## src/rtl/pipelined_add_sub.sv

```systemverilog
// Pipelined two's-complement adder/subtractor: one SliceW-bit slice resolved per stage,
// carry rippled stage to stage, valid/ready flow control with bubble collapsing.
module pipelined_add_sub #(
    parameter int Width  = 32,
    parameter int Stages = 4
) (
    input  logic             clk,
    input  logic             rst,
    input  logic             in_valid,
    output logic             in_ready,
    input  logic [Width-1:0] a,
    input  logic [Width-1:0] b,
    input  logic             sub,
    output logic             out_valid,
    input  logic             out_ready,
    output logic [Width-1:0] result,
    output logic             cout,
    output logic             overflow,
    output logic             zero
);

    localparam int SliceW = Width / Stages;

    logic [Stages-1:0] valid_q;
    logic [Stages-1:0] carry_q;
    logic [Stages-1:0] load;
    logic [Width-1:0]  word_q [Stages];
    logic [Width-1:0]  bop_q  [Stages];
    logic [Width-1:0]  b_cond;

    // Subtraction is A + ~B + 1; the +1 enters as the carry-in of slice 0.
    assign b_cond = b ^ {Width{sub}};

    generate
        for (genvar gi = 0; gi < Stages; gi++) begin : g_stage
            logic [Width-1:0] word_in;
            logic [Width-1:0] bop_in;
            logic             carry_in;
            logic             valid_in;
            logic [SliceW:0]  slice_sum;
            logic [Width-1:0] word_next;
            logic             valid_reg;
            logic             carry_reg;
            logic [Width-1:0] word_reg;
            logic [Width-1:0] bop_reg;

            if (gi == 0) begin : g_first
                assign word_in  = a;
                assign bop_in   = b_cond;
                assign carry_in = sub;
                assign valid_in = in_valid;
            end else begin : g_follow
                assign word_in  = word_q[gi-1];
                assign bop_in   = bop_q[gi-1];
                assign carry_in = carry_q[gi-1];
                assign valid_in = valid_q[gi-1];
            end

            // A stage can take new contents unless it and every stage after it are full
            // while the output is stalled.
            assign load[gi] = out_ready | ~(&valid_q[Stages-1:gi]);

            assign slice_sum = {1'b0, word_in[gi*SliceW +: SliceW]}
                             + {1'b0, bop_in[gi*SliceW +: SliceW]}
                             + {{SliceW{1'b0}}, carry_in};

            // The word carries finished result bits below this slice and raw A bits above it.
            always_comb begin
                word_next = word_in;
                word_next[gi*SliceW +: SliceW] = slice_sum[SliceW-1:0];
            end

            always_ff @(posedge clk or posedge rst) begin
                if (rst) begin
                    valid_reg <= 1'b0;
                    carry_reg <= 1'b0;
                    word_reg  <= '0;
                    bop_reg   <= '0;
                end else if (load[gi]) begin
                    valid_reg <= valid_in;
                    if (valid_in) begin
                        carry_reg <= slice_sum[SliceW];
                        word_reg  <= word_next;
                        bop_reg   <= bop_in;
                    end
                end
            end

            assign valid_q[gi] = valid_reg;
            assign carry_q[gi] = carry_reg;
            assign word_q[gi]  = word_reg;
            assign bop_q[gi]   = bop_reg;

            if (gi == Stages - 1) begin : g_last
                logic ovf_next;
                logic ovf_reg;

                // Carry into the MSB recovered from the MSB sum bit and its operand bits.
                assign ovf_next = slice_sum[SliceW]
                                ^ (slice_sum[SliceW-1] ^ word_in[Width-1] ^ bop_in[Width-1]);

                always_ff @(posedge clk or posedge rst) begin
                    if (rst) begin
                        ovf_reg <= 1'b0;
                    end else if (load[gi] && valid_in) begin
                        ovf_reg <= ovf_next;
                    end
                end

                assign overflow = ovf_reg;
            end
        end
    endgenerate

    assign in_ready  = load[0];
    assign out_valid = valid_q[Stages-1];
    assign result    = word_q[Stages-1];
    assign cout      = carry_q[Stages-1];
    assign zero      = (result == '0);

endmodule

```

## config.mk

```make
export PLATFORM = sky130hd
export DESIGN_NAME = pipelined_add_sub
export DESIGN_NICKNAME = d
export VERILOG_FILES = /design/src/rtl/pipelined_add_sub.sv
export SDC_FILE = /design/constraint.sdc
export NUM_CORES = 1
export LEC_CHECK = 0
export BUFFER_PORTS_ARGS = -buffer_cell sky130_fd_sc_hd__buf_2
export CAP_MARGIN = 40
export CORE_MARGIN = 4
export CORE_UTILIZATION = 47
export CTS_BUF_LIST = sky130_fd_sc_hd__clkbuf_8
export DETAILED_ROUTE_END_ITERATION = 12
export PLACE_DENSITY = 0.74
export SYNTH_ARGS = -nofsm -noshare
export SYNTH_HDL_FRONTEND = slang
export SYNTH_SLANG_ARGS = --single-unit
```

## constraint.sdc

```tcl
create_clock -name clk -period 8.1 [get_ports clk]
set_clock_uncertainty 0.05 [all_clocks]
set_input_delay 1.62 -clock clk [delete_from_list [all_inputs] [get_ports clk]]
set_output_delay 1.62 -clock clk [all_outputs]
set_load 0.02 [all_outputs]
```

==> results of run 1 <==
[area by class of cell]
cell class | count | share of cell area (%)
tap | 225 | 2.91
inverter | 21 | 0.868
clock buffer | 22 | 3.13
clock inverter | 9 | 1.01
timing repair buffer | 114 | 7.30
multi-input combinational | 432 | 36.9
sequential | 185 | 47.9
[how the worst max path moves through the flow]
stage / from / to
floorplan: rst / cout
global placement: out_ready / in_ready
detailed placement: out_ready / in_ready
CTS: out_ready / in_ready
global route: out_ready / in_ready
finish: out_ready / in_ready
[placed cells by master (no fill, tap or decap), types with 2 or more instances in the layout]
| master | instances |
|---|---|
| nand2_1 | 56 |
| xnor2_1 | 34 |
| dfrtp_1 | 185 |
| fa_1 | 7 |
| clkinv_2 | 3 |
| ha_1 | 28 |
| o21bai_1 | 2 |
| buf_16 | 5 |
| buf_2 | 105 |
| a211oi_1 | 4 |
| nor3_1 | 6 |
| a21o_1 | 6 |
| bufinv_16 | 2 |
| xor2_1 | 18 |
| nand2b_1 | 6 |
| a21oi_1 | 16 |
| nor2b_1 | 5 |
| mux2_2 | 125 |
| nand3_1 | 5 |
| o31ai_1 | 5 |
| nor2_1 | 8 |
| clkbuf_8 | 22 |
| clkinvlp_4 | 2 |
| nand2_2 | 3 |
| o21ai_0 | 57 |
| o21ai_1 | 3 |
| nor4_1 | 8 |
| o21a_1 | 6 |
| buf_4 | 3 |
| or2_2 | 2 |
| o21ai_2 | 2 |
| nand4_1 | 5 |
| inv_1 | 21 |
[cells by family (layout without fill, tap and decap cells)]
group,Yosys count,count (layout),share of synthesized area [%]
AO/OA/AOI/OAI,109,109,7.83
XOR/XNOR,53,53,5.59
adder cells (fa/ha/maj),35,35,5.81
multiplexers,125,125,16.7
AND/OR/NAND/NOR,110,110,6.21
flip-flops,185,185,54.9
buffers and inverters,50,166,2.98
[critical path, delay by kind of cell]
family        cells  cell delay (ns)
buf+inv           2             0.36
simple gates      2             0.47
[where the power goes]
group          switching [mW]  internal [mW]  total (mW)
Sequential              0.196           1.24        1.44
Combinational           0.596          0.571        1.17
Clock                   0.307          0.310       0.616
[through the flow]
step                      hold WS, ns  cells  power (mW)  setup WS (ns)  area (µm²)
after floorplan                 0.395    667        2.30           1.40        8440
after global placement          0.407    971        2.57           3.97        9100
after detailed placement        0.416    977        2.64           3.98        9260
after CTS                       0.435   1008        3.26           3.97        9660
after global routing            0.453   1008        3.45           3.89        9660
final                           0.426   1008        3.22           3.98        9660
[layer usage]
metal  part of all wire, %  wire (µm)  up-vias  global-route usage [%]
met2                    48       7420      103                    26.1
met1                    45       6960     2473                    21.1
li1                      -          -     2541                       -
met4                   2.0        308        0                    5.91
met3                   5.1        784       21                    4.70
met5                     0          0        -                       0
==> impl_metrics.yaml, run 1 <==
status:
  status: "finished, final reports clean"
sta:
  rsz0062_at_grt: "no"
  min_period_ns: 4.12
  setup_viol: 0
  worstMarginPinSlew_ns: 0.697
  setup_tns_ns: 0
  fmax_ghz: 0.243
  min_period_over_period_pct: 50.9
  drv_slew: 0
  relSlewSlack_pct: 53.1
  report.final.hold_viol_count: 0
synthesis:
  syn_nets: 771
  synth_enable_flop_cells: 0
  syn_area_um2: 8440
  synthCells: 667
  async_flop_share_pct: 100
  synth.avg_cell_area_um2: 12.6
  yosysMostFrequentCell: "dfrtp_1"
  yosys_warnings: 0
  synth_top_area_share_pct: 54.9
  synth_ff_type: "dfrtp_1"
  synth_top_cell_by_area: "dfrtp_1"
  yosys-top-cells-area: "dfrtp_1 (55%), mux2_2 (17%), ha_1 (4.2%), xnor2_1 (3.5%), o21ai_0 (3.4%)"
  ys_top_cells_by_count: "dfrtp_1 (185), mux2_2 (125), nand2_1 (58), o21ai_0 (57), xnor2_1 (34)"
  synth_seq_cells: 185
  yosys.cell_types.count: 46
  ys_seq_area_share_pct: 54.9
floorplan:
  die_x_um: 142
  die-area_um2: 20200
  ios: 106
  chipHeight_um: 142
  core-area_um2: 17400
  rows: 48
  initial_utilization_pct: 48.4
global_route:
  grt-ovfl-total: 0
  grt_usage_pct: 16.2
  grt_pass1_wl_mm: 25.7
  grt_max_degree: 96
  antenna_found_initial: 0
  grt_pass1_vias: 5195
power_and_ir_drop:
  irDropWorstVdd_uv: 165
  p_leak_nw: 4.43
  p_per_area_nw_per_um2: 333
worst_hold_path:
  hp-class: "flip-flop to flip-flop"
  holdPathEnd: "cout"
  hp-start: "cout"
  min_path_cells: 2
layout:
  syn_to_final_growth_pct: 14.6
  largest_reg_flops: 96
  final_nets: 875
  final_util_pct: 55.5
  layout-drive-gt1-share_pct: 36.5
  insertedDiodeCount: 0
  fillers: 1495
  multiInputGateArea_um2: 3560
  final-seq-area_um2: 4630
setup_path:
  worst_path_max_delay_cell: "nand4_1"
  worstPathArrival_ns: 2.45
  cp-end-kind: "output pin"
  crit_fanout: 5
  rrSetupSlack_ns: 5.80
  worstPathCellList: "buf_2 > nor2b_2 > nand4_1 > buf_2"
  r2r-start: "g_stage[2].carry_reg"
  worst-r2r-cell-count: 10
  critPathKind: "input port to output pin"
  cpPeakStageDelay_ns: 0.28
  required_ns: 6.43
  crit_path_start_kind: "input port"
  reg2reg_to: "result[30]"
  crit_top_cell: "buf_2"
cts:
  cts_setup_buffers: 0
  cts_made_buffers: 17
  hold_buffers: 0
  clk-insertion-delay-late_ns: 0.46
  root_buffer: "clkbuf_8"
  clock_sink_count: 185
  cts_tree: "done"
  path_clk_slew_ns: 0.08
  ctsLongestPathBuffers: 2
  h-tree-depth: 4
  post_cts_resized: 0
job:
  max_cap_violations: 0
drt:
  drt_iter0_markers: 202
  finalWirelength_mm: 15.5
  vias: 5138
  dr.pass1.iters: 4
  ant_nets: 0
  via_per_inst: 5.10
  drcViolationCount: 0
  wl_per_cell_um: 15.4
place:
  dpl.hpwl_mm: 11.5
  port_buffers: 105
  place_congestion: 0.829
Note: power is estimated with default switching activity, not from simulation.
==> run 2, diff against run 1 <==
--- a/config.mk
+++ b/config.mk
@@ -11,7 +11,7 @@
 export CORE_UTILIZATION = 47
 export CTS_BUF_LIST = sky130_fd_sc_hd__clkbuf_8
 export DETAILED_ROUTE_END_ITERATION = 12
-export PLACE_DENSITY = 0.74
+export PLACE_DENSITY = 0.76
 export SYNTH_ARGS = -nofsm -noshare
 export SYNTH_HDL_FRONTEND = slang
 export SYNTH_SLANG_ARGS = --single-unit
==> constraint.sdc (replaced) <==
create_clock -name clk -period 3.3 [get_ports clk]
set_clock_uncertainty 0.05 [all_clocks]
set_input_delay 0.66 -clock clk [delete_from_list [all_inputs] [get_ports clk]]
set_output_delay 0.66 -clock clk [all_outputs]
set_load 0.02 [all_outputs]
==> impl_metrics.yaml, run 2 (synthesized netlist as in run 1, its figures left out) <==
power_and_ir_drop:
  power.internal_mw: 4.99
  p_leak_nw: 4.38
  irDropWorstVdd_uv: 405
  power_frac_seq_pct: 45.8
  p_per_area_nw_per_um2: 803
  p_total_mw: 7.69
  sw_frac_of_total_pct: 35.1
  p_clk_share_pct: 17.3
  switching_power_mw: 2.70
  power_frac_comb_pct: 37.0
floorplan:
  initial_utilization_pct: 48.4
  die-area_um2: 20200
  die_x_um: 142
  chipHeight_um: 142
  ios: 106
  core-area_um2: 17400
  rows: 48
global_route:
  grt_pass1_vias: 5375
  gr-usage-met3_pct: 4.20
  grt-ovfl-total: 0
  grt_max_degree: 51
  grt_usage_pct: 16.5
  grt_pass1_wl_mm: 26.5
  grt_busiest_layer: "met2"
  use_met1_pct: 21.7
  use_met2_pct: 27.2
  antenna_found_initial: 0
sta:
  worst_slack_ns: 0.497
  min_period_ns: 2.80
  drv_slew: 0
  setup_viol: 0
  setup_tns_ns: 0
  fmax_ghz: 0.357
  relSlewSlack_pct: 46.0
  report.final.hold_viol_count: 0
  min_period_over_period_pct: 84.9
  worstMarginPinSlew_ns: 0.809
  rsz0062_at_grt: "no"
setup_path:
  worst-r2r-cell-count: 10
  crit_path_start_kind: "flip-flop"
  critPathLaunch: "result[27]"
  cp-end-kind: "output pin"
  rrSetupSlack_ns: 1.00
  endpoint: "zero"
  worstPathArrival_ns: 2.09
  r2r-start: "g_stage[2].carry_reg"
  crit_fanout: 3
  required_ns: 2.59
  reg2reg_to: "result[30]"
  critPathKind: "flip-flop to output pin"
layout:
  final_nets: 878
  layout-drive-gt1-share_pct: 36.8
  instances_no_fill: 1012
  layout_commonest_cell: "dfrtp_1"
  layout_common_cells: "dfrtp_1 (185), mux2_2 (125), buf_2 (105)"
  syn_to_final_growth_pct: 13.5
  largest_reg_flops: 96
  insertedDiodeCount: 0
status:
  status: "finished, final reports clean"
drt:
  ant_nets: 0
  vias: 5180
  wl_per_cell_um: 15.3
  dr.pass1.iters: 4
  drcViolationCount: 0
  drt_iter0_markers: 212
  via_per_inst: 5.12
  finalWirelength_mm: 15.5
place:
  port_buffers: 105
  place_congestion: 0.794
  dp_cells: 980
  dpl.hpwl_mm: 11.5
  place_ws_ns: 0.572
cts:
  clock_sink_count: 185
  clk-insertion-delay-late_ns: 0.46
  cts_setup_buffers: 0
  h-tree-depth: 4
  cts_tree: "done"
  hold_buffers: 0
  ctsLongestPathBuffers: 2
  path_clk_slew_ns: 0.09
  cts_made_buffers: 17
  post_cts_resized: 0
  root_buffer: "clkbuf_8"
job:
  max_cap_violations: 0
worst_hold_path:
  hp-class: "input port to async pin"
[run 2: worst min-delay path by stage]
stage,end,startpoint,slack (ns),depth (start not counted)
finish,g_stage[0].word_reg[26],rst,0.29,2
global route,g_stage[0].word_reg[29],rst,0.32,2
CTS,g_stage[1].bop_reg[27],rst,0.29,2
detailed placement,g_stage[1].word_reg[9],g_stage[1].word_reg[9],0.42,2
global placement,g_stage[1].word_reg[15],g_stage[1].word_reg[15],0.41,2
floorplan,g_stage[1].word_reg[14],g_stage[1].word_reg[14],0.39,2
[run 2: area by class of cell]
class | instances | area [µm²]
tap | 225 | 282
inverter | 21 | 82.6
clock buffer | 19 | 262
multi-input combinational | 432 | 3560
clock inverter | 13 | 80.1
sequential | 185 | 4630
fill | 1498 | 7840
timing repair buffer | 117 | 678
[run 2: metrics by stage]
stage / hold WS (ns) / util, % / area (µm²)
3_3_place_gp: 0.407 / 53.0 / 9230
3_5_place_dp: 0.416 / 53.0 / 9230
6_report: 0.292 / 55.0 / 9580
5_1_grt: 0.324 / 55.0 / 9580
4_1_cts: 0.291 / 55.0 / 9580
2_1_floorplan: 0.395 / - / 8440
[run 2: critical path, stage by stage, from the launching register on]
cell     delay, ns
dfrtp_1       0.40
nor4_1        0.57
nand4_1       0.34
nor2_1        0.15
buf_2         0.18
[run 2: power groups by stage]
stage / Clock [mW] / Combinational (mW) / Sequential (mW)
6_report: 1.33 / 2.84 / 3.52
5_1_grt: 1.47 / 3.19 / 3.63
4_1_cts: 1.37 / 2.89 / 3.53
3_5_place_dp: 0 / 2.88 / 3.58
3_3_place_gp: 0 / 2.79 / 3.55
2_1_floorplan: 0 / 1.97 / 3.69
[run 2: per-layer routing]
layer	vias up	wire length (µm)	part of all wire [%]
met5	-	0	0
met1	2528	7180	46
met2	91	7420	48
li1	2542	-	-
met3	19	695	4.5
met4	0	214	1.4
==> run 3, diff against run 2 <==
==> constraint.sdc (replaced) <==
create_clock -name clk -period 2.3 [get_ports clk]
set_clock_uncertainty 0.05 [all_clocks]
set_input_delay 0.46 -clock clk [delete_from_list [all_inputs] [get_ports clk]]
set_output_delay 0.46 -clock clk [all_outputs]
set_load 0.02 [all_outputs]
==> impl_metrics.yaml, run 3 (synthesized netlist as in run 1, its figures left out) <==
layout:
  insertedDiodeCount: 0
  layout-drive-gt1-share_pct: 38.8
  syn_to_final_growth_pct: 16.1
  layout_commonest_cell: "dfrtp_1"
  design_area_um2: 9790
  multiInputGateArea_um2: 3610
  instances_no_fill: 1019
  final-seq-area_um2: 4630
  fillers: 1485
  layout_common_cells: "dfrtp_1 (185), mux2_2 (125), buf_2 (104)"
  final_util_pct: 56.2
  final_nets: 885
  largest_reg_flops: 96
floorplan:
  initial_utilization_pct: 48.4
  core-area_um2: 17400
  chipHeight_um: 142
  die-area_um2: 20200
  die_x_um: 142
  rows: 48
  ios: 106
setup_path:
  worstPathArrival_ns: 1.77
  crit_buf_inv: 2
  rrSetupSlack_ns: 0.13
  endpoint: "zero"
  crit_fanout: 2
  cp-end-kind: "output pin"
  critical_path_depth: 5
  cpPeakStageDelay_ns: 0.40
  crit_family: "simple AND/OR/NAND/NOR gates"
  critPathKind: "flip-flop to output pin"
  required_ns: 1.79
  worst-r2r-cell-count: 9
  r2r-start: "g_stage[1].carry_reg"
  worst_path_max_delay_cell: "dfrtp_1"
  crit_top_cell: "buf_4"
  crit_path_start_kind: "flip-flop"
  critPathLaunch: "result[30]"
  worstPathCellList: "nor4_2 > buf_4 > nand4_1 > nor2_1 > buf_4"
  reg2reg_to: "g_stage[2].word_reg[22]"
sta:
  hold_ws_ns: 0.178
  min_period_over_period_pct: 99.0
  report.final.hold_viol_count: 0
  min_period_ns: 2.28
  worstMarginPinSlew_ns: 0.488
  worst_slack_ns: 0.0239
  rsz0062_at_grt: "yes"
  drv_slew: 0
  relSlewSlack_pct: 67.4
  setup_viol: 0
  setup_tns_ns: 0
  fmax_ghz: 0.439
place:
  port_buffers: 105
  place_ws_ns: -0.0330
  dpl.hpwl_mm: 11.4
  place_congestion: 0.795
  dp_cells: 984
  placedInstanceArea_um2: 9260
cts:
  path_clk_slew_ns: 0.09
  clock_sink_count: 185
  root_buffer: "clkbuf_8"
  ctsLongestPathBuffers: 2
  h-tree-depth: 4
  cts_tree: "done"
  cts_made_buffers: 17
  clk-insertion-delay-late_ns: 0.45
power_and_ir_drop:
  irDropWorstVdd_uv: 570
  p_leak_nw: 4.47
  p_per_area_nw_per_um2: 1200
  p_total_mw: 11.8
global_route:
  grt_max_degree: 94
  grt_pass1_vias: 5335
  grt_usage_pct: 16.2
  grt_pass1_wl_mm: 26.0
  grt-ovfl-total: 0
  antenna_found_initial: 0
status:
  status: "finished, final reports clean"
drt:
  via_per_inst: 5.10
  ant_nets: 0
  finalWirelength_mm: 15.6
  vias: 5194
  drt_iter0_markers: 294
  drcViolationCount: 0
  dr.pass1.iters: 4
  wl_per_cell_um: 15.3
worst_hold_path:
  hp-class: "input port to flip-flop"
job:
  max_cap_violations: 0
run 3: cell types whose count changed in the layout (fill, tap and decap cells not counted), moves of 3 or more:
cell / delta
buf_4: +7
fa_2: +3
nor4_1: -4
nor4_2: +4
bufinv_16: +5
fa_1: -3
run 3: worst min-delay path by stage:
stage	slack (ns)	depth (start not counted)	to	from
finish	0.18	2	g_stage[0].word_reg[21]	a[21]
floorplan	0.39	2	g_stage[1].word_reg[14]	g_stage[1].word_reg[14]
global route	0.15	2	g_stage[0].word_reg[9]	a[9]
detailed placement	0.31	2	g_stage[1].word_reg[29]	rst
global placement	0.31	2	g_stage[1].word_reg[29]	rst
CTS	0.15	2	g_stage[0].word_reg[19]	a[19]
run 3: timing repair:
item / 4_1_cts / 5_1_grt
pin swaps: 2 / 3
setup buffers: 1 / 1
hold endpoints to repair: 1 / 0
endpoints found under the setup margin: 2 / 7
gates resized for setup: 6 / 8
hold buffers: 1 / 0
run 3: routing by layer:
metal	vias to the layer above	global-route usage, %	wire (µm)
met2	88	26.8	7630
met3	17	4.40	713
met5	-	0	0
met4	0	4.65	217
li1	2550	-	-
met1	2539	21.3	7000
run 3: final cells by class:
class,count,area share [%]
clock inverter,14,2.10
sequential,185,47.3
tap,225,2.87
timing repair buffer,124,7.51
multi-input combinational,432,36.9
inverter,21,0.843
clock buffer,18,2.53
run 3: report_power, final:
group / internal, mW / total (mW) / switching [mW]
clock network: 1.31 / 2.40 / 1.09
registers: 4.37 / 5.10 / 0.726
logic: 2.11 / 4.25 / 2.15
total: 7.79 / 11.8 / 3.96
